==> config.mk <==
export PLATFORM = sky130hd
export DESIGN_NAME = tagged_multicaster
export DESIGN_NICKNAME = d
export VERILOG_FILES = /design/src/rtl/tagged_multicaster.sv
export SDC_FILE = /design/constraint.sdc
export NUM_CORES = 1
export LEC_CHECK = 0
export ABC_AREA = 1
export BUFFER_PORTS_ARGS = -buffer_cell sky130_fd_sc_hd__clkbuf_2
export CAP_MARGIN = 20
export CELL_PAD_IN_SITES_DETAIL_PLACEMENT = 1
export CELL_PAD_IN_SITES_GLOBAL_PLACEMENT = 1
export CORE_MARGIN = 5
export CORE_UTILIZATION = 39
export DETAILED_ROUTE_END_ITERATION = 10
export PLACE_DENSITY = 0.72
export SLEW_MARGIN = 5
export SYNTH_ARGS = -nofsm -noshare
export SYNTH_HDL_FRONTEND = slang
export SYNTH_SLANG_ARGS = --single-unit
==> constraint.sdc <==
create_clock -name clk -period 2.8 [get_ports clk]
set_input_delay 0.56 -clock clk [delete_from_list [all_inputs] [get_ports clk]]
set_output_delay 0.56 -clock clk [all_outputs]
set_load 0.03 [all_outputs]
==> src/rtl/tagged_multicaster.sv <==
// Tagged multicast engine: buffers bus words in a small FIFO and delivers each one to every
// targeted PE column, retiring it only once all targets have handshaken.
module tagged_multicaster #(
  parameter int unsigned DATA_WIDTH = 16,
  parameter int unsigned NUM_COL    = 4,
  parameter int unsigned ID_WIDTH   = $clog2(NUM_COL),
  parameter int unsigned FIFO_DEPTH = 4
) (
  input  logic                       clk,
  input  logic                       rst,
  input  logic                       cfg_we,
  input  logic [$clog2(NUM_COL)-1:0] cfg_col,
  input  logic [ID_WIDTH-1:0]        cfg_id,
  input  logic                       cfg_en,
  input  logic                       in_valid,
  output logic                       in_ready,
  input  logic [DATA_WIDTH-1:0]      in_data,
  input  logic [ID_WIDTH-1:0]        in_tag,
  input  logic [1:0]                 in_mode,
  output logic [DATA_WIDTH-1:0]      pe_data,
  output logic [NUM_COL-1:0]         pe_valid,
  input  logic [NUM_COL-1:0]         pe_ready,
  output logic                       busy,
  output logic [15:0]                drop_cnt
);
  localparam int unsigned PtrW = $clog2(FIFO_DEPTH);
  localparam int unsigned CntW = PtrW + 1;

  typedef enum logic [0:0] {StIdle, StSend} state_e;
  state_e state_q, state_d;

  logic [DATA_WIDTH-1:0] data_mem [FIFO_DEPTH];
  logic [ID_WIDTH-1:0]   tag_mem  [FIFO_DEPTH];
  logic [1:0]            mode_mem [FIFO_DEPTH];
  logic [PtrW-1:0]       wr_ptr_q, rd_ptr_q;
  logic [CntW-1:0]       count_q, count_d;
  logic                  in_ready_q;
  logic                  push, pop;

  logic [ID_WIDTH-1:0]   col_id_q [NUM_COL];
  logic [NUM_COL-1:0]    col_en_q;
  logic [NUM_COL-1:0]    head_mask, pending_q, pending_d;
  logic [DATA_WIDTH-1:0] data_q, data_d;
  logic [15:0]           drop_q, drop_d;

  assign push     = in_valid & in_ready_q;
  assign in_ready = in_ready_q;
  assign pe_data  = data_q;
  assign pe_valid = pending_q;
  assign drop_cnt = drop_q;
  assign busy     = (count_q != '0) | (state_q == StSend);

  // Payload storage needs no reset; emptiness is tracked by the pointers and count.
  always_ff @(posedge clk) begin
    if (push) begin
      data_mem[wr_ptr_q] <= in_data;
      tag_mem[wr_ptr_q]  <= in_tag;
      mode_mem[wr_ptr_q] <= in_mode;
    end
  end

  always_ff @(posedge clk) begin
    if (rst) begin
      for (int i = 0; i < NUM_COL; i++) begin
        col_id_q[i] <= ID_WIDTH'(i);
      end
      col_en_q <= '1;
    end else if (cfg_we) begin
      col_id_q[cfg_col] <= cfg_id;
      col_en_q[cfg_col] <= cfg_en;
    end
  end

  always_comb begin
    head_mask = '0;
    for (int i = 0; i < NUM_COL; i++) begin
      case (mode_mem[rd_ptr_q])
        2'b00:   head_mask[i] = col_en_q[i] & (col_id_q[i] == tag_mem[rd_ptr_q]);
        2'b01:   head_mask[i] = col_en_q[i];
        2'b10:   head_mask[i] = col_en_q[i] & (tag_mem[rd_ptr_q] == ID_WIDTH'(i));
        default: head_mask[i] = 1'b0;
      endcase
    end
  end

  always_comb begin
    state_d   = state_q;
    pending_d = pending_q;
    data_d    = data_q;
    drop_d    = drop_q;
    pop       = 1'b0;
    case (state_q)
      StIdle: begin
        if (count_q != '0) begin
          if (|head_mask) begin
            pending_d = head_mask;
            data_d    = data_mem[rd_ptr_q];
            state_d   = StSend;
          end else begin
            pop = 1'b1;
            if (drop_q != 16'hFFFF) drop_d = drop_q + 16'd1;
          end
        end
      end
      StSend: begin
        // The head stays in the FIFO until every target has accepted it.
        if ((pending_q & ~pe_ready) == '0) begin
          pop       = 1'b1;
          pending_d = '0;
          state_d   = StIdle;
        end else begin
          pending_d = pending_q & ~pe_ready;
        end
      end
      default: state_d = StIdle;
    endcase
  end

  always_comb begin
    count_d = count_q;
    if (push && !pop) begin
      count_d = count_q + CntW'(1);
    end else if (!push && pop) begin
      count_d = count_q - CntW'(1);
    end
  end

  always_ff @(posedge clk) begin
    if (rst) begin
      state_q    <= StIdle;
      pending_q  <= '0;
      data_q     <= '0;
      drop_q     <= '0;
      count_q    <= '0;
      wr_ptr_q   <= '0;
      rd_ptr_q   <= '0;
      in_ready_q <= 1'b0;
    end else begin
      state_q    <= state_d;
      pending_q  <= pending_d;
      data_q     <= data_d;
      drop_q     <= drop_d;
      count_q    <= count_d;
      in_ready_q <= (count_d < CntW'(FIFO_DEPTH));
      if (push) wr_ptr_q <= wr_ptr_q + PtrW'(1);
      if (pop)  rd_ptr_q <= rd_ptr_q + PtrW'(1);
    end
  end

endmodule

-- After elaboration in Yosys (flattened, before gate mapping)
Memories as Yosys holds them, arrays and structs flattened. A register that Yosys moved wholly into a read port is not among the register bits.
Cells that the tools add are included.
Widths: inputs -> output; s select.
- register bits: 33
- memories: 4
- memory bits (writable): 88
- logic and storage cells: 95
- input port bits: 33
- memories (name ; depth ; bits a word ; rd ports ; clocked after Yosys merged registers in ; wr ports ; line ; source):
    data_mem ; 4 ; 16 ; 1 ; 1 ; 1 ; 32 ; logic [DATA_WIDTH-1:0] data_mem [FIFO_DEPTH];
    col_id_q ; 4 ; 2 ; 4 ; 0 ; 4 ; 40 ; logic [ID_WIDTH-1:0] col_id_q [NUM_COL];
    mode_mem ; 4 ; 2 ; 1 ; 1 ; 1 ; 34 ; logic [1:0] mode_mem [FIFO_DEPTH];
    tag_mem ; 4 ; 2 ; 1 ; 1 ; 1 ; 33 ; logic [ID_WIDTH-1:0] tag_mem [FIFO_DEPTH];
- equal/unequal tests: 12
- bitwise logic cells: 14
- $add $sub $neg: 5
- magnitude comparators: 3
- muxes and demuxes: 35
- reduce and logical (&&, ||, !) cells: 14
- operators with widths (cell ; number):
    $add 16x1->16 const B ; 1
    $ne 16x16->1 const B ; 1
    $mux 1 ; 15
    $mux 2 ; 6
    $mux 4 ; 3
    $pmux 1 s3 ; 4
    $and 1x1->1 ; 9
    $eq 2x2->1 ; 4
    $pmux 4 s2 ; 1
    $eq 2x2->1 const B ; 3
    $mux 3 ; 2
    $add 2x1->2 const B ; 2
    $and 4x4->4 ; 1
    $bwmux 4 ; 1
    $eq 2x1->1 const B ; 2
    $logic_not 2->1 ; 2
    $logic_not 4->1 ; 1
    $ne 2x2->1 const B ; 2
    $not 4->4 ; 1
    $pmux 1 s2 ; 2
    $reduce_and 4->1 ; 1
    $reduce_or 4->1 ; 1
    $add 3x1->3 const B ; 1
    $logic_and 1x1->1 ; 3
    other kinds (12) ; 14

-- Logic depth before layout (Yosys ltp)
- depth in word-level cells: 11
- gate-level depth with buffers: 22
- depth with buffers taken out: 21

-- Worst setup path before layout
OpenSTA, ideal clock, no wires.
- path type: register -> register
- start point: register (tool-made name)
- end point: register in_ready_q, in the netlist in_ready
- library setup time: 0.118 ns
- required time: 2.682 ns
- setup slack: 0.407 ns
- path buffers: 2
- clock period less this slack: 2.393 ns
- stages on the path, launching flop included: 20
- data arrival time: 2.276 ns
- path through: dfxtp_1 -> buf_6 -> inv_6 -> nand2_2 -> nand3_2 -> nand2_4 -> nand2_4 -> buf_6 -> nand3_1 -> nand2_1 -> nand2_1 -> nand2_1 -> nand2_2 -> nand2_4 -> o21bai_4 -> nand3_2 -> ha_1 -> or2_2 -> o21ai_0 -> nor2_1
- RTL lines (what ; line ; source):
    end signal, assigned ; 144 ; in_ready_q <= (count_d < CntW'(FIFO_DEPTH));
    end, declared ; 37 ; logic in_ready_q;

==> metrics.md <==
| Metric | Value |
|---|---|
| Max frequency | `~390 MHz` |
| Routed wire length per instance | `roughly 16 um` |
| Number of buffers created by CTS | `17` |
| Die area | `about 19,000 um^2` |
| Actual slew at the worst max-slew pin | `about 900 ps` |
| Count of buffers inserted at the top-level ports | `70` |
| Synth cell types | `35` |
| Number of design rule violations left after detail routing | `0` |
| Arrival time at the worst endpoint | `2880 ps` |
| DRC violation total after the first TritonRoute iteration | `roughly 230` |
| # diodes | `0` |
| Most area-hungry cell type in the Yosys netlist | `sky130_fd_sc_hd__edfxtp_1` |
| Detailed placer's ending HPWL | `between 10,000 and 15,000 um` |
| Deepest clock path buffer count | `2` |
| Shortest clock period the worst path allows after layout | `2580 ps` |
| Top sig layer | `met4` |
| Fraction of registers with async set or reset after synthesis | `0%` |
| Root Buffer Master | `sky130_fd_sc_hd__clkbuf_16` |
| Antenna violations before repair | `0` |
| Initial core utilization | `between 30% and 40%` |
| Number of cell rows | `between 40 and 50` |
| DR vias | `approximately 4.8k` |
| Worst-case headroom to the max-slew limit | `a little under two fifths` |
| Multiplexer share of the synthesized area | `0%` |
| Outcome | `finished, final reports clean` |
| Syn_area_per_cell | `9.63 um^2` |
| Power per cell area | `1040 nW/um^2` |
| Highest ir drop seen on vdd | `about 620 uV` |
| Share of synthesized cell area in and, or, nand and nor gates | `between 20% and 30%` |
| Crit-path cells | `inv_6 > nand2_1 > nand3_1 > nand2_2 > nand2_4 > nand2_1 > nand2_1 > nand2_1 > nand3_1 > nand2_1 > nand2_2 > nand2_4 > o21bai_4 > nand3_2 > ha_1 > or2_2 > a21oi_1 > a211oi_1` |
| Wire length on met1 | `~7000 um` |
| Hold buffer count at CTS | `0` |
| Total Wirelength | `15,700 um` |
| GR Overflow Total | `0` |
| Yosys Warn Count | `0` |
| Compound-gate portion of the synthesized area | `about 8%` |
| TritonCTS clock tree | `yes` |
| Antenna viol nets, final | `0` |
| Cell depth of the worst hold path | `1` |
| TritonCTS sink count | `~140` |
| Final Hold Violating Endpoints | `0` |
| Area fraction of the dominant cell type after synthesis | `41.7%` |
| Cell leakage power | `a little over 0.003 uW` |
| Final Cell Area | `between 7000 and 8000 um^2` |
| Ports | `between 70 and 80` |
| EDFF count, synth | `88` |
| Via count of the first global-routing pass | `5,119` |
| Reg-to-reg setup timing slack | `about 220 ps` |
| Post-Synthesis Cells | `657` |
| Final core occ | `between 40% and 50%` |
| Start point of the worst hold path | `in_data[5]` |
| Adder-cell share of the synthesized area | `approximately 2.0%` |
| Filler instances | `roughly 1.9k` |
| Power share of the combinational group | `between 30 and 40%` |
| Slowest cell on crit path | `sky130_fd_sc_hd__dfxtp_4` |
| Most instantiated cells after synthesis | `sky130_fd_sc_hd__nand2_1, sky130_fd_sc_hd__edfxtp_1, sky130_fd_sc_hd__inv_1, sky130_fd_sc_hd__nor2_1, sky130_fd_sc_hd__dfxtp_1` |
| Fraction of synthesized cell area in xor and xnor cells | `under 10%` |
| Post-synthesis sequential element count | `~140` |
| Met2 wire length | `8050 um` |
| Pint | `between 4000 and 5000 uW` |
| Portion of the clock cycle consumed by the worst path in the final layout | `between 90% and 100%` |
| Final setup skew | `8.65 ps` |
| Most frequent cell on the critical path | `sky130_fd_sc_hd__nand2_1` |
| Cell types with the largest area share after synthesis | `sky130_fd_sc_hd__edfxtp_1, sky130_fd_sc_hd__dfxtp_1, sky130_fd_sc_hd__nand2_1` |
| Fraction of power consumed by sequential logic | `between 30% and 40%` |
| Main combinational cell family by area after synthesis | `simple AND/OR/NAND/NOR gates` |
| Pre-Repair DR Iteration Count | `4` |
| Max-slew violation total from the final report | `0` |
| Reg2Reg Depth | `18` |
| Maximum fanout count along the critical path | `13` |
| Crit Path Class | `flip-flop to flip-flop` |
| Wire length of the first global-routing pass | `26,000 um` |
| Later-pin clock latency in the skew report | `around 420 ps` |
| Setup tns final | `0 ps` |
| Startpoint class of the critical path | `flip-flop` |
| Destination of the worst register-to-register timing path | `count_q[0]$_SDFFE_PP0P_` |
| Proportion of power drawn by the clock network | `29.0%` |
| Netlist area before placement | `~6300 um^2` |
| Endpoint, Worst Hold | `data_mem[0][5]$_DFFE_PP_` |
| Seq/Total Area, Yosys | `57.9%` |
| CTS H-Tree Depth | `4` |
| Clock edge transition at the registers on the reported setup and hold paths | `about 60 ps` |
| Met3 wirelength from detailed routing | `451 um` |
| Req. time, crit path | `3090 ps` |
| Max-cap violations | `0` |
| Setup bufs post-CTS | `0` |
| Hold WC Path Type | `input port to flip-flop` |
| Area of the placeable core | `about 16,000 um^2` |
| Area growth from synthesis to layout | `19.5%` |
| Number of nets in the final layout | `780` |
| CP endpoint kind | `flip-flop` |
| Placer congestion estimate | `between 0.8 and 0.9` |
| Maximum cell stage delay along the critical path | `380 ps` |
| All-Layer GR Usage | `between 10% and 20%` |
| Switching fraction of total power | `about 40%` |
| Net Count, Synth | `700` |
| Most used DFF post-synth | `sky130_fd_sc_hd__edfxtp_1` |
| Placed Area | `approximately 7000 um^2` |
| Die outline width | `~140 um` |
| Via-to-Cell Ratio | `slightly below 5` |
| Vertical die dimension | `approximately 140 um` |
| Final setup violating endpoints | `0` |
| RSZ-0062 raised after global routing | `no` |
| Switching component of the power | `approximately 3100 uW` |
| Most common cell in the synthesized netlist | `sky130_fd_sc_hd__nand2_1` |
| Share of cells above drive strength 1 | `a little under a quarter` |
| Largest net degree at the start of global routing | `36` |
-- timing repair --
| item | 4_1_cts | 5_1_grt |
|---|---|---|
| endpoints found under the setup margin | 0 | 5 |
| endpoints found under the hold margin | 0 | 0 |
| resized for setup | 0 | 5 |
-- cell type report --
class / instances / area [um^2] / share of cell area (%)
clock buffer: 19 / 443 / 5.86
timing repair buffer: 86 / 483 / 6.39
tap: 216 / 270 / 3.57
sequential: 139 / 3670 / 48.5
multi-input combinational: 429 / 2300 / 30.4
clock inverter: 13 / 156 / 2.07
inverter: 64 / 245 / 3.24
-- sequential cells by signal (all words and copies together), names as in the netlist, named ones only --
signal / count
state_q: 1
pe_valid: 4
col_id_q: 8
pe_data: 16
tag_mem: 8
col_en_q: 4
data_mem: 64
wr_ptr_q: 2
count_q: 2
in_ready: 1
drop_cnt: 16
rd_ptr_q: 2
mode_mem: 8
-- layout by cell type, fill, tap and decap left out, drive strengths merged --
master / synthesis / layout
o22ai: 1 / 1
dfxtp: 51 / 51
nand3: 31 / 31
inv: 61 / 67
buf: 11 / 16
o21ai: 11 / 11
xnor2: 9 / 9
nand2: 187 / 187
xor2: 8 / 8
clkinvlp: 0 / 1
a31oi: 4 / 4
nor2: 73 / 73
clkbuf: 14 / 89
o21bai: 1 / 1
a21oi: 43 / 43
clkinv: 3 / 7
o211ai: 1 / 1
nand4: 19 / 19
edfxtp: 88 / 88
nor3: 12 / 12
or2: 2 / 2
a32o: 16 / 16
a211oi: 1 / 1
bufinv: 0 / 2
ha: 10 / 10
-- worst max path at each step --
stage | from | endpoint | slack, ps | cells past startpoint
6_report | flip-flop | count_q[0]$_SDFFE_PP0P_ | 220 | 18
2_1_floorplan | flip-flop | in_ready$_SDFF_PP0_ | 410 | 19
3_5_place_dp | flip-flop | in_ready$_SDFF_PP0_ | 30 | 17
3_3_place_gp | flip-flop | in_ready$_SDFF_PP0_ | 180 | 17
5_1_grt | mode_mem[3][1]$_DFFE_PP_ | flip-flop | 0.3 | 20
4_1_cts | flip-flop | in_ready$_SDFF_PP0_ | 8 | 17
-- worst max-delay path, delay by kind of cell (launching register included) --
family / cells / cell delay, ps
buf+inv: 1 / 90
compound gates: 3 / 440
fa+ha+maj: 1 / 210
simple gates: 13 / 1330
flops: 1 / 380
-- stage by stage --
step	hold WS (ps)	worst slack (ps)	power [uW]	std cells
2_1_floorplan	439	407	4940	657
3_3_place_gp	460	183	5560	934
3_5_place_dp	460	31.7	5670	934
4_1_cts	347	8.16	8010	966
5_1_grt	346	0.313	8410	966
6_report	358	217	7890	966
-- per-layer routing --
layer / track usage [%] / vias to the layer above
met1: 21.6 / 2353
met5: 0 / -
met2: 31.1 / 59
met4: 5.10 / 0
li1: - / 2365
met3: 3.91 / 12
-- cells by family after synthesis --
| kind of cell | after synthesis |
|---|---|
| flip-flops | 139 |
| buffers and inverters | 89 |
| AO/OA/AOI/OAI | 78 |
| XOR/XNOR | 17 |
| AND/OR/NAND/NOR | 324 |
| adder cells (fa/ha/maj) | 10 |
-- power groups by stage --
stage	registers [uW]	clock network, uW	logic [uW]
detailed placement	2690	0	2990
finish	2650	2290	2960
CTS	2650	2340	3020
floorplan	2930	0	2010
global route	2690	2440	3280
global placement	2670	0	2880
Note: power is estimated with default switching activity, not from simulation.
